File: src/rtl/ser_40_pkg.sv
// ser_40_pkg: shared state type and counter sizing for the 40 MHz serializer
package ser_40_pkg;
  typedef enum logic {IDLE, SHIFT} state_t;
  function automatic int cnt_bits(input int w);
    return $clog2(w);
  endfunction
endpackage

File: src/rtl/ser_40_hold.sv
// ser_40_hold: one-entry holding register with full flag
module ser_40_hold #(
  parameter int WIDTH = 8
) (
  input  logic             clock_40,
  input  logic             reset,
  input  logic             load,
  input  logic             unload,
  input  logic [WIDTH-1:0] d,
  output logic [WIDTH-1:0] q,
  output logic             full
);
  // full flag: set on load, cleared on unload or reset
  always_ff @(posedge clock_40)
    if (reset) full <= 1'b0;
    else if (load) full <= 1'b1;
    else if (unload) full <= 1'b0;
  // capture the offered word when accepted
  always_ff @(posedge clock_40)
    if (load) q <= d;
endmodule

File: src/rtl/ser_40_pipe.sv
// ser_40_pipe: parallel-to-serial shifter with one-word holding buffer
module ser_40_pipe
  import ser_40_pkg::*;
#(
  parameter int WIDTH      = 8,
  parameter bit MSB_FIRST  = 0,
  parameter bit IDLE_LEVEL = 0
) (
  input  logic             clock_40,
  input  logic             reset,
  input  logic [WIDTH-1:0] data_in,
  input  logic             in_valid,
  output logic             in_ready,
  output logic             data_out,
  output logic             out_valid,
  output logic             frame_start,
  output logic             busy
);
  localparam int CW = cnt_bits(WIDTH);
  localparam logic [CW-1:0] LAST = CW'(WIDTH - 1);
  state_t           state;
  logic [CW-1:0]    cnt;
  logic [WIDTH-1:0] sh;
  logic [WIDTH-1:0] held;
  logic             full;
  logic             last;
  logic             unload;
  function automatic logic lead(input logic [WIDTH-1:0] w);
    return MSB_FIRST ? w[WIDTH-1] : w[0];
  endfunction
  function automatic logic [WIDTH-1:0] adv(input logic [WIDTH-1:0] w);
    return MSB_FIRST ? w << 1 : w >> 1;
  endfunction
  assign in_ready = !reset && !full;
  assign last     = state == SHIFT && cnt == LAST;
  assign unload   = full && (state == IDLE || last);
  assign busy     = state == SHIFT || full;
  ser_40_hold #(.WIDTH(WIDTH)) u_hold (
    .clock_40(clock_40),
    .reset(reset),
    .load(in_valid && in_ready),
    .unload(unload),
    .d(data_in),
    .q(held),
    .full(full)
  );
  // shift engine: start a word from the holding register, step through its bits, or idle
  always_ff @(posedge clock_40)
    if (reset) begin
      state       <= IDLE;
      cnt         <= '0;
      sh          <= '0;
      data_out    <= IDLE_LEVEL;
      out_valid   <= 1'b0;
      frame_start <= 1'b0;
    end else if (unload) begin
      state       <= SHIFT;
      cnt         <= '0;
      sh          <= adv(held);
      data_out    <= lead(held);
      out_valid   <= 1'b1;
      frame_start <= 1'b1;
    end else if (state == SHIFT && !last) begin
      cnt         <= cnt + 1'b1;
      sh          <= adv(sh);
      data_out    <= lead(sh);
      frame_start <= 1'b0;
    end else begin
      state       <= IDLE;
      cnt         <= '0;
      data_out    <= IDLE_LEVEL;
      out_valid   <= 1'b0;
      frame_start <= 1'b0;
    end
endmodule

File: config.mk
export PLATFORM = sky130hd
export DESIGN_NAME = ser_40_pipe
export DESIGN_NICKNAME = d
export VERILOG_FILES = /design/src/rtl/ser_40_pkg.sv /design/src/rtl/ser_40_hold.sv /design/src/rtl/ser_40_pipe.sv
export SDC_FILE = /design/constraint.sdc
export NUM_CORES = 1
export LEC_CHECK = 0
export BUFFER_PORTS_ARGS = -buffer_cell sky130_fd_sc_hd__buf_2
export CAP_MARGIN = 20
export CORE_ASPECT_RATIO = 0.9
export CORE_UTILIZATION = 51
export DETAILED_ROUTE_END_ITERATION = 6
export PLACE_DENSITY = 0.76
export SYNTH_ARGS = -nofsm -noshare
export SYNTH_HDL_FRONTEND = slang
export SYNTH_SLANG_ARGS = --single-unit
File: constraint.sdc
create_clock -name clock_40 -period 1.8 [get_ports clock_40]
set_clock_uncertainty 0.05 [all_clocks]
set_input_delay 0.27 -clock clock_40 [delete_from_list [all_inputs] [get_ports clock_40]]
set_output_delay 0.27 -clock clock_40 [all_outputs]
set_load 0.02 [all_outputs]
==> results summary, run 1 <==
Counting instances, the worst hold path has a depth of 1. The path type of the worst setup path is reg2reg. The proportion of netlist area held by the largest area contributor is 0.347.

The quantity of hold-fixing buffers added after cts is 0. The number of remaining DRC errors came out at 0. The post-CTS setup-driven buffer insertion count is 0. The remaining number of nets flagged by the antenna check after routing came out at 0.

STA classifies the critical path startpoint as a register. The leakage power summed over all cells is 0.375 nW. The number of max-cap violations is 0. For this run, the slowest stage of the critical path takes 0.48 ns. After synthesis, the share of flip-flops with an asynchronous set or reset is 0.

In this run the register-to-register setup slack is 0.23 ns. The level count of the clock H-tree came out at 1. By area the synthesized netlist is led by dfxtp_1 (35%), edfxtp_1 (30%), mux2i_1 (9.9%).

The area overhead of the layout relative to synthesis came out at 12.4%. The critical hold path startpoint is data_in[5]. The clock tree root driver cell is clkbuf_4. The total iterations of the first detailed-routing run is 4. The register cell area after layout is 520 sq um.

For this design, the slowest cell found on the critical path is nand2b_1. The maximum fanout encountered on the critical timing path came out at 16. The net count of the mapped netlist is 77. The setup TNS came out at 0 ns.

The max-slew violation count came out at 0. The pin count of the biggest net entering global routing is 17. For the worst-skew pair, the clock arrives at the later sink with an insertion delay of 0.29 ns. The placed instances occupy a cell area of 881 sq um.

The synthesized design spends more area on one cell type than any other, namely dfxtp_1. Buffers inserted during clock tree synthesis total 3. A synthesized cell averages 12.6 sq um. The synthesized netlist contains 19 unique library cells. In this design, the critical path's most frequently occurring cell is ha_1. The final-report hold violation count is 0. On the critical path the largest part of the delay comes from simple AND/OR/NAND/NOR gates.

The power consumption came out at 0.000867 W. The final period demand of the worst path came out at 1.57 ns. Yosys instantiated no cell more often than dfxtp_1. The clock sink total came out at 22. The clock slew at the register clock pins of the worst setup and hold paths is 0.11 ns.

VDD sags by at most 0.468 mV. The area of the die came out at 0.00175 sq mm. The starting density of the core came out at 0.551. Measured in cells, the most critical reg-to-reg path has a length of 5. The power density normalized to cell area is 956 mW/mm^2. The vertical die dimension came out at 39.7 microns.

The post-cts gate resize count is 0. The number of flops mapped to enable cells by yosys came out at 8. The initial antenna violation count is 0. The cell area after synthesis is 807 sq um. The flow ran to the end, and the final reports show no timing, DRC or antenna violations. Detailed placement finished with a half-perimeter wire length of 746 microns. The final critical-path share of the clock period came out at 0.872. The diode insertion count for antenna repair is 0. STA classifies the critical path endpoint as a register.

The count of routing violations after the opening detailed-route iteration came out at 15. The total routing usage reported by global routing came out at 0.139. The total global routing overflow is 0.

The path category of the worst min-delay check is in2reg. The worst hold path endpoint is u_hold.q[5]$_DFFE_PP_. The slew at the pin with the worst max-slew slack came out at 0.583 ns. The post-synthesis sequential area ratio came out at 0.645. TritonCTS built the clock tree. Traced cell by cell, the critical path runs through ha_1, ha_1, nand2b_1, nor2_1, a211oi_1. After the last flow step, the layout net total stands at 94. The ratio of cells with drive above 1 in the final layout came out at 0.250. Setup repair after global routing left no endpoint under its margin.

The global-route wire length before repair came out at 1700 microns. The number of rows in the core area came out at 13. After detailed routing, the number of vias per cell comes to 5.19. Together, buffers and inverters on the worst path number 0.

The upper clock frequency limit is 0.637 GHz. The destination of the worst register-to-register timing path is sh[2]$_SDFFE_PP0P_. The number of global-route vias before repair came out at 422. The placeable core area is 0.00146 sq mm. The post-synthesis instance total came out at 64. Sorting the synthesized cells by how often they occur yields dfxtp_1 (14), nor2_1 (10), edfxtp_1 (8), mux2i_1 (8), a211oi_1 (6). The count of warnings emitted by yosys is 0. The number of filler cells placed in the layout came out at 118. The multi-input gate area in the final layout came out at 259 sq um. The setup-violating endpoint count in the final report is 0. The critical path required time is 1.96 ns. The commonest register cell after synthesis is dfxtp_1. The horizontal die dimension is 43.9 microns. The worst register-to-register path begins at cnt[0]$_SDFF_PP0_.

With fillers left out, the area of the finished cells amounts to 907 sq um. The total length of routed wires came out at 1100 microns. The vias after detailed routing came out at 493. No sink is reached through more buffers than the 2 on the longest clock path. The endpoint arrival time on the critical path is 1.73 ns. The count of buffers inserted at the top-level ports came out at 15. The number of flip-flops and latches in the synthesized netlist is 22.

The detail-routed net length per standard cell is 11.6 microns. The number of top-level pins is 16. The last weighted congestion value of the routability-driven placer came out at 0.682. The worst slew margin relative to its limit is 0.612.
-- stage by stage --
step	hold WS [ns]	utilization	setup WS, ns	cells
after floorplan	0.296	-	0.257	64
after global placement	0.361	0.602	0.324	91
after detailed placement	0.372	0.602	0.255	91
after CTS	0.0841	0.620	0.221	95
after global routing	0.0757	0.620	0.123	95
final	0.0928	0.620	0.231	95
-- final cells by class --
| class | count | area share |
|---|---|---|
| clock buffer | 3 | 0.0248 |
| clock inverter | 1 | 0.00414 |
| multi-input combinational | 38 | 0.286 |
| sequential | 22 | 0.574 |
| tap | 15 | 0.0207 |
| timing repair buffer | 16 | 0.0910 |
-- cell families after synthesis --
group,count (synthesis),share of synthesized area
buf+inv,4,0.0341
mux,8,0.0992
fa+ha+maj,2,0.0310
compound gates,7,0.0620
flops,22,0.645
simple gates,21,0.129
-- sequential cells by signal (all words and copies together) (netlist names) --
| signal | count |
|---|---|
| cnt | 3 |
| data_out | 1 |
| u_hold.q | 8 |
| state | 1 |
| sh | 7 |
| frame_start | 1 |
| u_hold.full | 1 |
-- worst max-delay path by stage --
stage	startpoint	to	slack, ns	cells past startpoint
after global placement	cnt[0]$_SDFF_PP0_	sh[5]$_SDFFE_PP0P_	0.32	4
after detailed placement	cnt[0]$_SDFF_PP0_	sh[2]$_SDFFE_PP0P_	0.25	5
after global routing	cnt[0]$_SDFF_PP0_	sh[4]$_SDFFE_PP0P_	0.12	5
after CTS	cnt[0]$_SDFF_PP0_	sh[2]$_SDFFE_PP0P_	0.22	5
final	cnt[0]$_SDFF_PP0_	sh[2]$_SDFFE_PP0P_	0.23	5
after floorplan	u_hold.full$_SDFFE_PP0P_	u_hold.q[0]$_DFFE_PP_	0.26	3
-- worst register-to-register path, delay by kind of cell (launching register included) --
| kind | cells | cell delay [ns] |
|---|---|---|
| AOI/OAI and AO/OA | 1 | 0.23 |
| DFF | 1 | 0.35 |
| and+or+nand+nor | 2 | 0.57 |
| adders and majority gates | 2 | 0.29 |
-- cell usage in the layout, fill, tap and decap left out --
master | netlist | routed
edfxtp_1 | 8 | 8
nor2_1 | 10 | 10
nand2b_1 | 1 | 1
and2_1 | 1 | 1
buf_4 | 1 | 1
ha_1 | 2 | 2
nor2b_1 | 1 | 1
dfxtp_1 | 14 | 14
nor3_1 | 2 | 2
a21oi_1 | 1 | 1
buf_2 | 0 | 15
nand3_1 | 1 | 1
nor3b_1 | 3 | 3
or2_2 | 1 | 1
a211oi_1 | 6 | 6
clkinv_1 | 0 | 1
clkbuf_4 | 0 | 3
nand2_1 | 1 | 1
mux2i_1 | 8 | 8
-- layer usage --
| layer | vias to the layer above | track usage | part of all wire |
|---|---|---|---|
| met5 | - | 0 | 0 |
| met2 | 8 | 0.246 | 0.47 |
| met3 | 2 | 0.0276 | 0.028 |
| met4 | 0 | 0.0682 | 0.0054 |
| met1 | 222 | 0.163 | 0.50 |
| li1 | 261 | - | - |
-- power by group --
part	total, W	internal (W)	switching, W
registers	0.000558	0.000545	0.0000134
logic	0.0000944	0.0000408	0.0000536
clock network	0.000214	0.0000806	0.000134
total	0.000867	0.000666	0.000200
Power figures use the tool's default switching activity.
==> run 2: changes to the inputs <==
--- a/config.mk
+++ b/config.mk
@@ -11,6 +11,7 @@
 export CORE_UTILIZATION = 51
 export DETAILED_ROUTE_END_ITERATION = 6
 export PLACE_DENSITY = 0.76
+export REMOVE_ABC_BUFFERS = 1
 export SYNTH_ARGS = -nofsm -noshare
 export SYNTH_HDL_FRONTEND = slang
 export SYNTH_SLANG_ARGS = --single-unit
==> results summary, run 2 (synthesis gave the netlist of run 1 again) <==
The run finished with clean final reports. The vertical die dimension came to 39.7 microns (unchanged). The starting density of the core is 0.551 (unchanged). The peak per-stage delay on the critical path came out at 0.44 ns (-0.04 ns). The final instance area came out at 907 sq um (unchanged). The quantity of hold-fixing buffers added after cts is 0 (unchanged). The count of buffers inserted at the top-level ports is 15 (unchanged).

Setup repair after global routing left no endpoint under its margin. The source-to-sink clock delay at the later pin of the worst-skew pair came out at 0.29 ns (about the same). The count of routing violations after the opening detailed-route iteration is 5 (-10).

Counting stages on the worst path, the most repeated cell is ha_1. Clock tree synthesis selected as its root buffer the cell clkbuf_4. The tightest min-delay check is of the in2reg type.

The number of buffers created by CTS is 3 (unchanged). The setup TNS is 0 ns (unchanged). The number of flip-flops in the largest register is 8 (unchanged). The global-route met1 utilization is 0.197 (+0.0343). The number of top-level pins is 16 (unchanged). The placed cell area is 881 sq um (unchanged). The slack of the critical path was 0.260 ns (+0.0294 ns). The maximum count of clock buffers along a single path was 2 (unchanged). The number of nets in the layout is 94 (unchanged). The largest registers in the layout are u_hold.q x8, sh x7, cnt x3.

The placeable core area came to 0.00146 sq mm (unchanged). The clock slew at the register clock pins of the worst setup and hold paths is 0.11 ns (about the same). The max-slew violation count is 0 (unchanged). The library cell used most frequently in the layout, excluding fill and tap cells, is buf_2. The upper clock frequency limit came to 0.649 GHz (+1.9%).

The number of filler cells placed in the layout is 119 (+0.85%). The combined buffer and inverter count along the critical path came out at 0 (unchanged). The area of the die is 0.00175 sq mm (unchanged). The type of destination of the critical path is a register. Leaving out fill and tap cells, the most frequent cells in the layout are buf_2 (15), dfxtp_1 (14), nor2_1 (10), mux2i_1 (8), edfxtp_1 (8). The number of rows in the core area came to 13 (unchanged).

The number of remaining DRC errors is 0 (unchanged). The power consumption is 0.000870 W (+0.39%). The met2 global-route usage is 0.265 (+0.0187). The last weighted congestion value of the routability-driven placer is 0.698 (+2.3%).

The remaining number of nets flagged by the antenna check after routing is 0 (unchanged). The pin count of the biggest net entering global routing came out at 17 (unchanged). The setup-violating endpoint count in the final report is 0 (unchanged). The slew at the pin with the worst max-slew slack is 0.530 ns (-0.0526 ns). The vias after detailed routing came out at 496 (+0.61%). The detail-routed net length per standard cell came out at 12.5 microns (+7.4%). The initial antenna violation count is 0 (unchanged).

The mean number of vias per cell came out at 5.22 (+0.61%). The leakage power summed over all cells came out at 0.375 nW (-0.10%). The endpoint arrival time on the critical path is 1.70 ns (-0.03 ns). The critical path required time is 1.96 ns (about the same).

The post-CTS setup-driven buffer insertion count came out at 0 (unchanged). The global-route track usage on met3 was 0.0276 (unchanged). The horizontal die dimension came out at 43.9 microns (unchanged). The total global routing overflow is 0 (unchanged). The critical path is of the reg2reg type. The total iterations of the first detailed-routing run came out at 6 (+2). STA classifies the critical path startpoint as a register. The power density normalized to cell area is 959 mW/mm^2 (+0.39%). The final period demand of the worst path is 1.54 ns (-0.0294 ns). The total half-perimeter wirelength after legalization and detailed placement is 833 microns (+12%). The ratio of cells with drive above 1 in the final layout was 0.250 (unchanged). The clock sink total came out at 22 (unchanged). The global routing stage identified its most utilized layer as met2. The post-place setup slack came out at 0.268 ns (+0.0127 ns). The global-route wire length before repair came out at 1930 microns (+13%). The register-to-register setup slack was 0.26 ns (+0.03 ns). The number of global-route vias before repair is 458 (+8.5%). For this design, the slowest cell found on the critical path is nand2b_1. The total length of routed wires came out at 1190 microns (+7.4%). The kind of cell with the highest combined delay along the critical path is simple AND/OR/NAND/NOR gates. The total routing usage reported by global routing came to 0.162 (+0.0232). The worst slew margin relative to its limit is 0.647 (+0.0351). The worst IR drop on VDD is 0.588 mV (+26%). The maximum fanout encountered on the critical timing path was 16 (unchanged). The post-cts gate resize count is 0 (unchanged). The area overhead of the layout relative to synthesis came to 12.4% (unchanged). The number of max-cap violations is 0 (unchanged). The diode insertion count for antenna repair was 0 (unchanged). The final-report hold violation count is 0 (unchanged). More flip-flops sit in one register than any other, and that register is u_hold.q. The level count of the clock H-tree is 1 (unchanged). The final critical-path share of the clock period is 0.856 (-0.0163). The clock tree from TritonCTS is built.

Traced cell by cell, the critical path runs through ha_1, ha_1, nand2b_1, nor2_1, a211oi_1.
run 2: cell count changes in the layout (fill, tap and decap cells not counted):
| cell | previous run | this run |
|---|---|---|
| clkbuf_1 | 0 | 1 |
| clkinv_1 | 1 | 0 |
run 2: metal layers:
layer  up-vias  part of all wire  wire length [microns]
met2         8              0.48                    565
met1       227              0.48                    575
met4         0             0.012                     14
met3         2             0.025                     30
li1        259                 -                      -
met5         -                 0                      0
run 2: power breakdown:
group          switching [W]  internal, W  total [W]  leakage, nW
clock network       0.000131    0.0000861   0.000217       0.0150
logic              0.0000530    0.0000408  0.0000938        0.170
registers          0.0000146     0.000545   0.000560        0.189
run 2: layout make-up:
| cell class | instances | area, sq um | area share |
|---|---|---|---|
| Timing Repair Buffer | 16 | 82.6 | 0.0910 |
| Multi-Input combinational cell | 38 | 259 | 0.286 |
| Tap cell | 15 | 18.8 | 0.0207 |
| Clock buffer | 4 | 26.3 | 0.0290 |
| Sequential cell | 22 | 520 | 0.574 |
run 2: path summary, 6_finish.rpt:
| kind | startpoint | to | cells after the start |
|---|---|---|---|
| min | data_in[5] | u_hold.q[5]$_DFFE_PP_ | 1 |
| min reg2reg | cnt[0]$_SDFF_PP0_ | cnt[0]$_SDFF_PP0_ | 1 |
| max reg2reg | cnt[0]$_SDFF_PP0_ | sh[2]$_SDFFE_PP0P_ | 5 |
| max | cnt[0]$_SDFF_PP0_ | sh[2]$_SDFFE_PP0P_ | 5 |
run 2: stage by stage:
stage	util	hold WS [ns]	std cells
floorplan	-	0.289	60
global placement	0.602	0.360	91
detailed placement	0.602	0.374	91
CTS	0.620	0.0774	95
global route	0.620	0.0767	95
finish	0.620	0.0902	95
==> run 3: changes to the inputs <==
--- a/config.mk
+++ b/config.mk
@@ -5,7 +5,7 @@
 export SDC_FILE = /design/constraint.sdc
 export NUM_CORES = 1
 export LEC_CHECK = 0
-export BUFFER_PORTS_ARGS = -buffer_cell sky130_fd_sc_hd__buf_2
+export BUFFER_PORTS_ARGS = -buffer_cell sky130_fd_sc_hd__clkbuf_2
 export CAP_MARGIN = 20
 export CORE_ASPECT_RATIO = 0.9
 export CORE_UTILIZATION = 51
@@ -14,4 +14,5 @@
 export REMOVE_ABC_BUFFERS = 1
 export SYNTH_ARGS = -nofsm -noshare
 export SYNTH_HDL_FRONTEND = slang
+export SYNTH_HIERARCHICAL = 1
 export SYNTH_SLANG_ARGS = --single-unit
==> results summary, run 3 <==
The flow ran to the end, and the final reports show no timing, DRC or antenna violations. The area overhead of the layout relative to synthesis came out at 14.4%. The total iterations of the first detailed-routing run came out at 2 (-4). The count of buffers inserted at the top-level ports came out at 15 (unchanged). The diode insertion count for antenna repair came out at 0 (unchanged). The critical path required time came out at 1.48 ns (-0.48 ns). The worst setup path is launched from a register. The vertical die dimension came out at 40.0 microns (+0.58%). The maximum fanout encountered on the critical timing path came out at 5 (-11). The global-route wire length before repair came out at 1880 microns (-2.5%). The number of filler cells placed in the layout came out at 118 (-0.84%). The detail-routed net length per standard cell came out at 11.8 microns (-5.5%). The largest individual stage delay along the critical path comes from the cell dfxtp_1.

The pin count of the biggest net entering global routing came out at 17 (unchanged). The worst-case hold slack came out at 0.0848 ns (-0.00538 ns). Setup repair after global routing left no endpoint under its margin. The source-to-sink clock delay at the later pin of the worst-skew pair is 0.30 ns (about the same). The placeable core area is 0.00146 sq mm (unchanged). Yosys attributes the largest share of cell area to dfxtp_1 (34%), edfxtp_1 (29%), mux2i_1 (8.6%).

Leaving out fill and tap cells, the most frequent cell in the layout is clkbuf_2. By count the netlist is led by dfxtp_1 (14), nor2_1 (9), edfxtp_1 (8). The number of unique standard cell types used by synthesis came to 21 (+2). The min-delay analysis places its worst path in the category in2reg. The total half-perimeter wirelength after legalization and detailed placement was 801 microns (-3.8%). The worst IR drop on VDD came out at 0.662 mV (+13%).

The vias after detailed routing is 513 (+3.4%). The number of global-route vias before repair came out at 447 (-2.4%). The worst slew margin relative to its limit was 0.729 (+0.0827). The count of warnings emitted by yosys came out at 6 (+6). The number of rows in the core area is 13 (unchanged). The final-report hold violation count came out at 0 (unchanged). TritonCTS built the clock tree. The max-slew violation count came out at 0 (unchanged).

The setup TNS is 0 ns (unchanged). The last weighted congestion value of the routability-driven placer came out at 0.736 (+5.4%). The post-synthesis sequential area ratio is 0.637 (-0.00790). The slew at the pin with the worst max-slew slack was 0.406 ns (-0.124 ns). The power consumption came out at 0.000883 W (+1.4%). The level count of the clock H-tree came to 1 (unchanged). The peak per-stage delay on the critical path came out at 0.39 ns (-0.05 ns). The number of flops mapped to enable cells by yosys is 8 (unchanged). The post-place setup slack is 0.413 ns (+0.145 ns). The largest delay contributor family on the critical path is flip-flops.

The critical path is of the reg2out type. In the final layout, the registers with the most flip-flops are u_hold/q x8, sh x7, cnt x3. The number of remaining DRC errors is 0 (unchanged). The starting density of the core is 0.558 (+0.00684). The final standard cell utilization of the core is 0.638 (+0.0188).

The number of max-cap violations is 0 (unchanged). The horizontal die dimension came out at 44.2 microns (+0.59%). The post-cts gate resize count came out at 0 (unchanged). The setup-violating endpoint count in the final report is 0 (unchanged). The mean number of vias per cell is 5.18 (-0.75%). The ratio of cells with drive above 1 in the final layout is 0.286 (+0.0357).

The global-route met1 utilization came out at 0.184 (-0.0127). The final critical-path share of the clock period is 0.805 (-0.0502). The quantity of hold-fixing buffers added after cts is 0 (unchanged). The initial antenna violation count is 0 (unchanged). The synthesized design spends more area on one cell type than any other, namely dfxtp_1. The area of the die came to 0.00177 sq mm (+1.2%). The global-route track usage on met3 is 0.0811 (+0.0534).

The clock slew at the register clock pins of the worst setup and hold paths came out at 0.11 ns (about the same). The average cell area after synthesis was 12.4 sq um (-1.8%). The type of destination of the critical path is a primary output. The proportion of netlist area held by the largest area contributor came out at 0.343 (-0.00425). The number of flip-flops in the largest register is 8 (unchanged). The maximum count of clock buffers along a single path was 2 (unchanged). The power density normalized to cell area came out at 944 mW/mm^2 (-1.6%).

The post-synthesis instance total came out at 66 (+3.1%). Walking the worst path, the cells encountered are or2_2, clkbuf_2. The met2 global-route usage is 0.250 (-0.0149). The number of nets in the layout is 98 (+4.3%). The cell area after synthesis is 817 sq um (+1.2%). The endpoint arrival time on the critical path came out at 1.13 ns (-0.57 ns). The post-CTS setup-driven buffer insertion count is 0 (unchanged). The combined buffer and inverter count along the critical path is 1 (+1).

After global routing, the most crowded layer is met2. The library cells used most frequently in the layout, excluding fill and tap cells, are clkbuf_2 (15), dfxtp_1 (14), nor2_1 (9), edfxtp_1 (8), mux2i_1 (7). The commonest register cell after synthesis is dfxtp_1. The total length of routed wires is 1170 microns (-1.5%). The count of routing violations after the opening detailed-route iteration is 5 (unchanged). The upper clock frequency limit is 0.690 GHz (+6.2%). The remaining number of nets flagged by the antenna check after routing is 0 (unchanged). The total global routing overflow came to 0 (unchanged).

The slack of the critical path came out at 0.350 ns (+0.0904 ns). Ranked by flip-flop count, first place goes to u_hold/q. The clock sink total is 22 (unchanged). The clock tree root driver cell is clkbuf_4.

The leakage power summed over all cells came to 0.385 nW (+2.7%). The number of flip-flops and latches in the synthesized netlist is 22 (unchanged). The final period demand of the worst path is 1.45 ns (-0.0904 ns). The number of top-level pins is 16 (unchanged).

The total routing usage reported by global routing is 0.162 (-0.000783). The cell with the most instances after synthesis is dfxtp_1. The number of buffers created by CTS came out at 3 (unchanged). The share of flip-flops with an asynchronous set or reset is 0 (unchanged).
-- run 3: cell types whose count changed after synthesis, sizes merged --
cell	before	now
a21oi	1	2
and2	1	2
buf	2	3
clkbuf	2	1
inv	0	1
mux2i	8	7
nand2b	1	2
nor2	10	9
-- run 3: cell families after synthesis --
| group | synth area share |
|---|---|
| AOI/OAI and AO/OA | 0.0720 |
| muxes | 0.0858 |
| DFF | 0.637 |
| and+or+nand+nor | 0.139 |
| buffers and inverters | 0.0352 |
| adders and majority gates | 0.0306 |
-- run 3: final timing paths --
kind / cells after the start / start / to / slack [ns]
worst min-delay path: 1 / data_in[1] / u_hold/q[1]$_DFFE_PP_ / 0.08
worst min register to register: 1 / cnt[0]$_SDFF_PP0_ / cnt[0]$_SDFF_PP0_ / 0.39
worst max-delay path: 2 / u_hold/full$_SDFFE_PP0P_ / busy / 0.35
worst max register to register: 6 / cnt[0]$_SDFF_PP0_ / u_hold/full$_SDFFE_PP0P_ / 0.39
-- run 3: where the power goes --
group | switching, W | total [W] | internal (W)
combinational | 0.0000569 | 0.000104 | 0.0000471
sequential | 0.0000150 | 0.000561 | 0.000546
clock | 0.000136 | 0.000217 | 0.0000809
total | 0.000208 | 0.000883 | 0.000674
-- run 3: metal layers --
metal,part of all wire,wire (microns)
met5,0,0
met4,0.0094,11
met1,0.50,579
met3,0.058,68
met2,0.44,509
-- run 3: final cells by class --
class | count | area (sq um) | share of cell area
Sequential cell | 22 | 520 | 0.557
Multi-Input combinational cell | 39 | 268 | 0.286
Timing Repair Buffer | 18 | 97.6 | 0.104
Clock buffer | 3 | 22.5 | 0.0241
Tap cell | 15 | 18.8 | 0.0201
Clock inverter | 1 | 3.75 | 0.00402
Inverter | 1 | 3.75 | 0.00402
-- run 3: through the flow --
stage | area (sq um) | cells
after global routing | 935 | 99
after detailed placement | 908 | 95
final | 935 | 99
after floorplan | 792 | 62
after global placement | 908 | 95
after CTS | 935 | 99
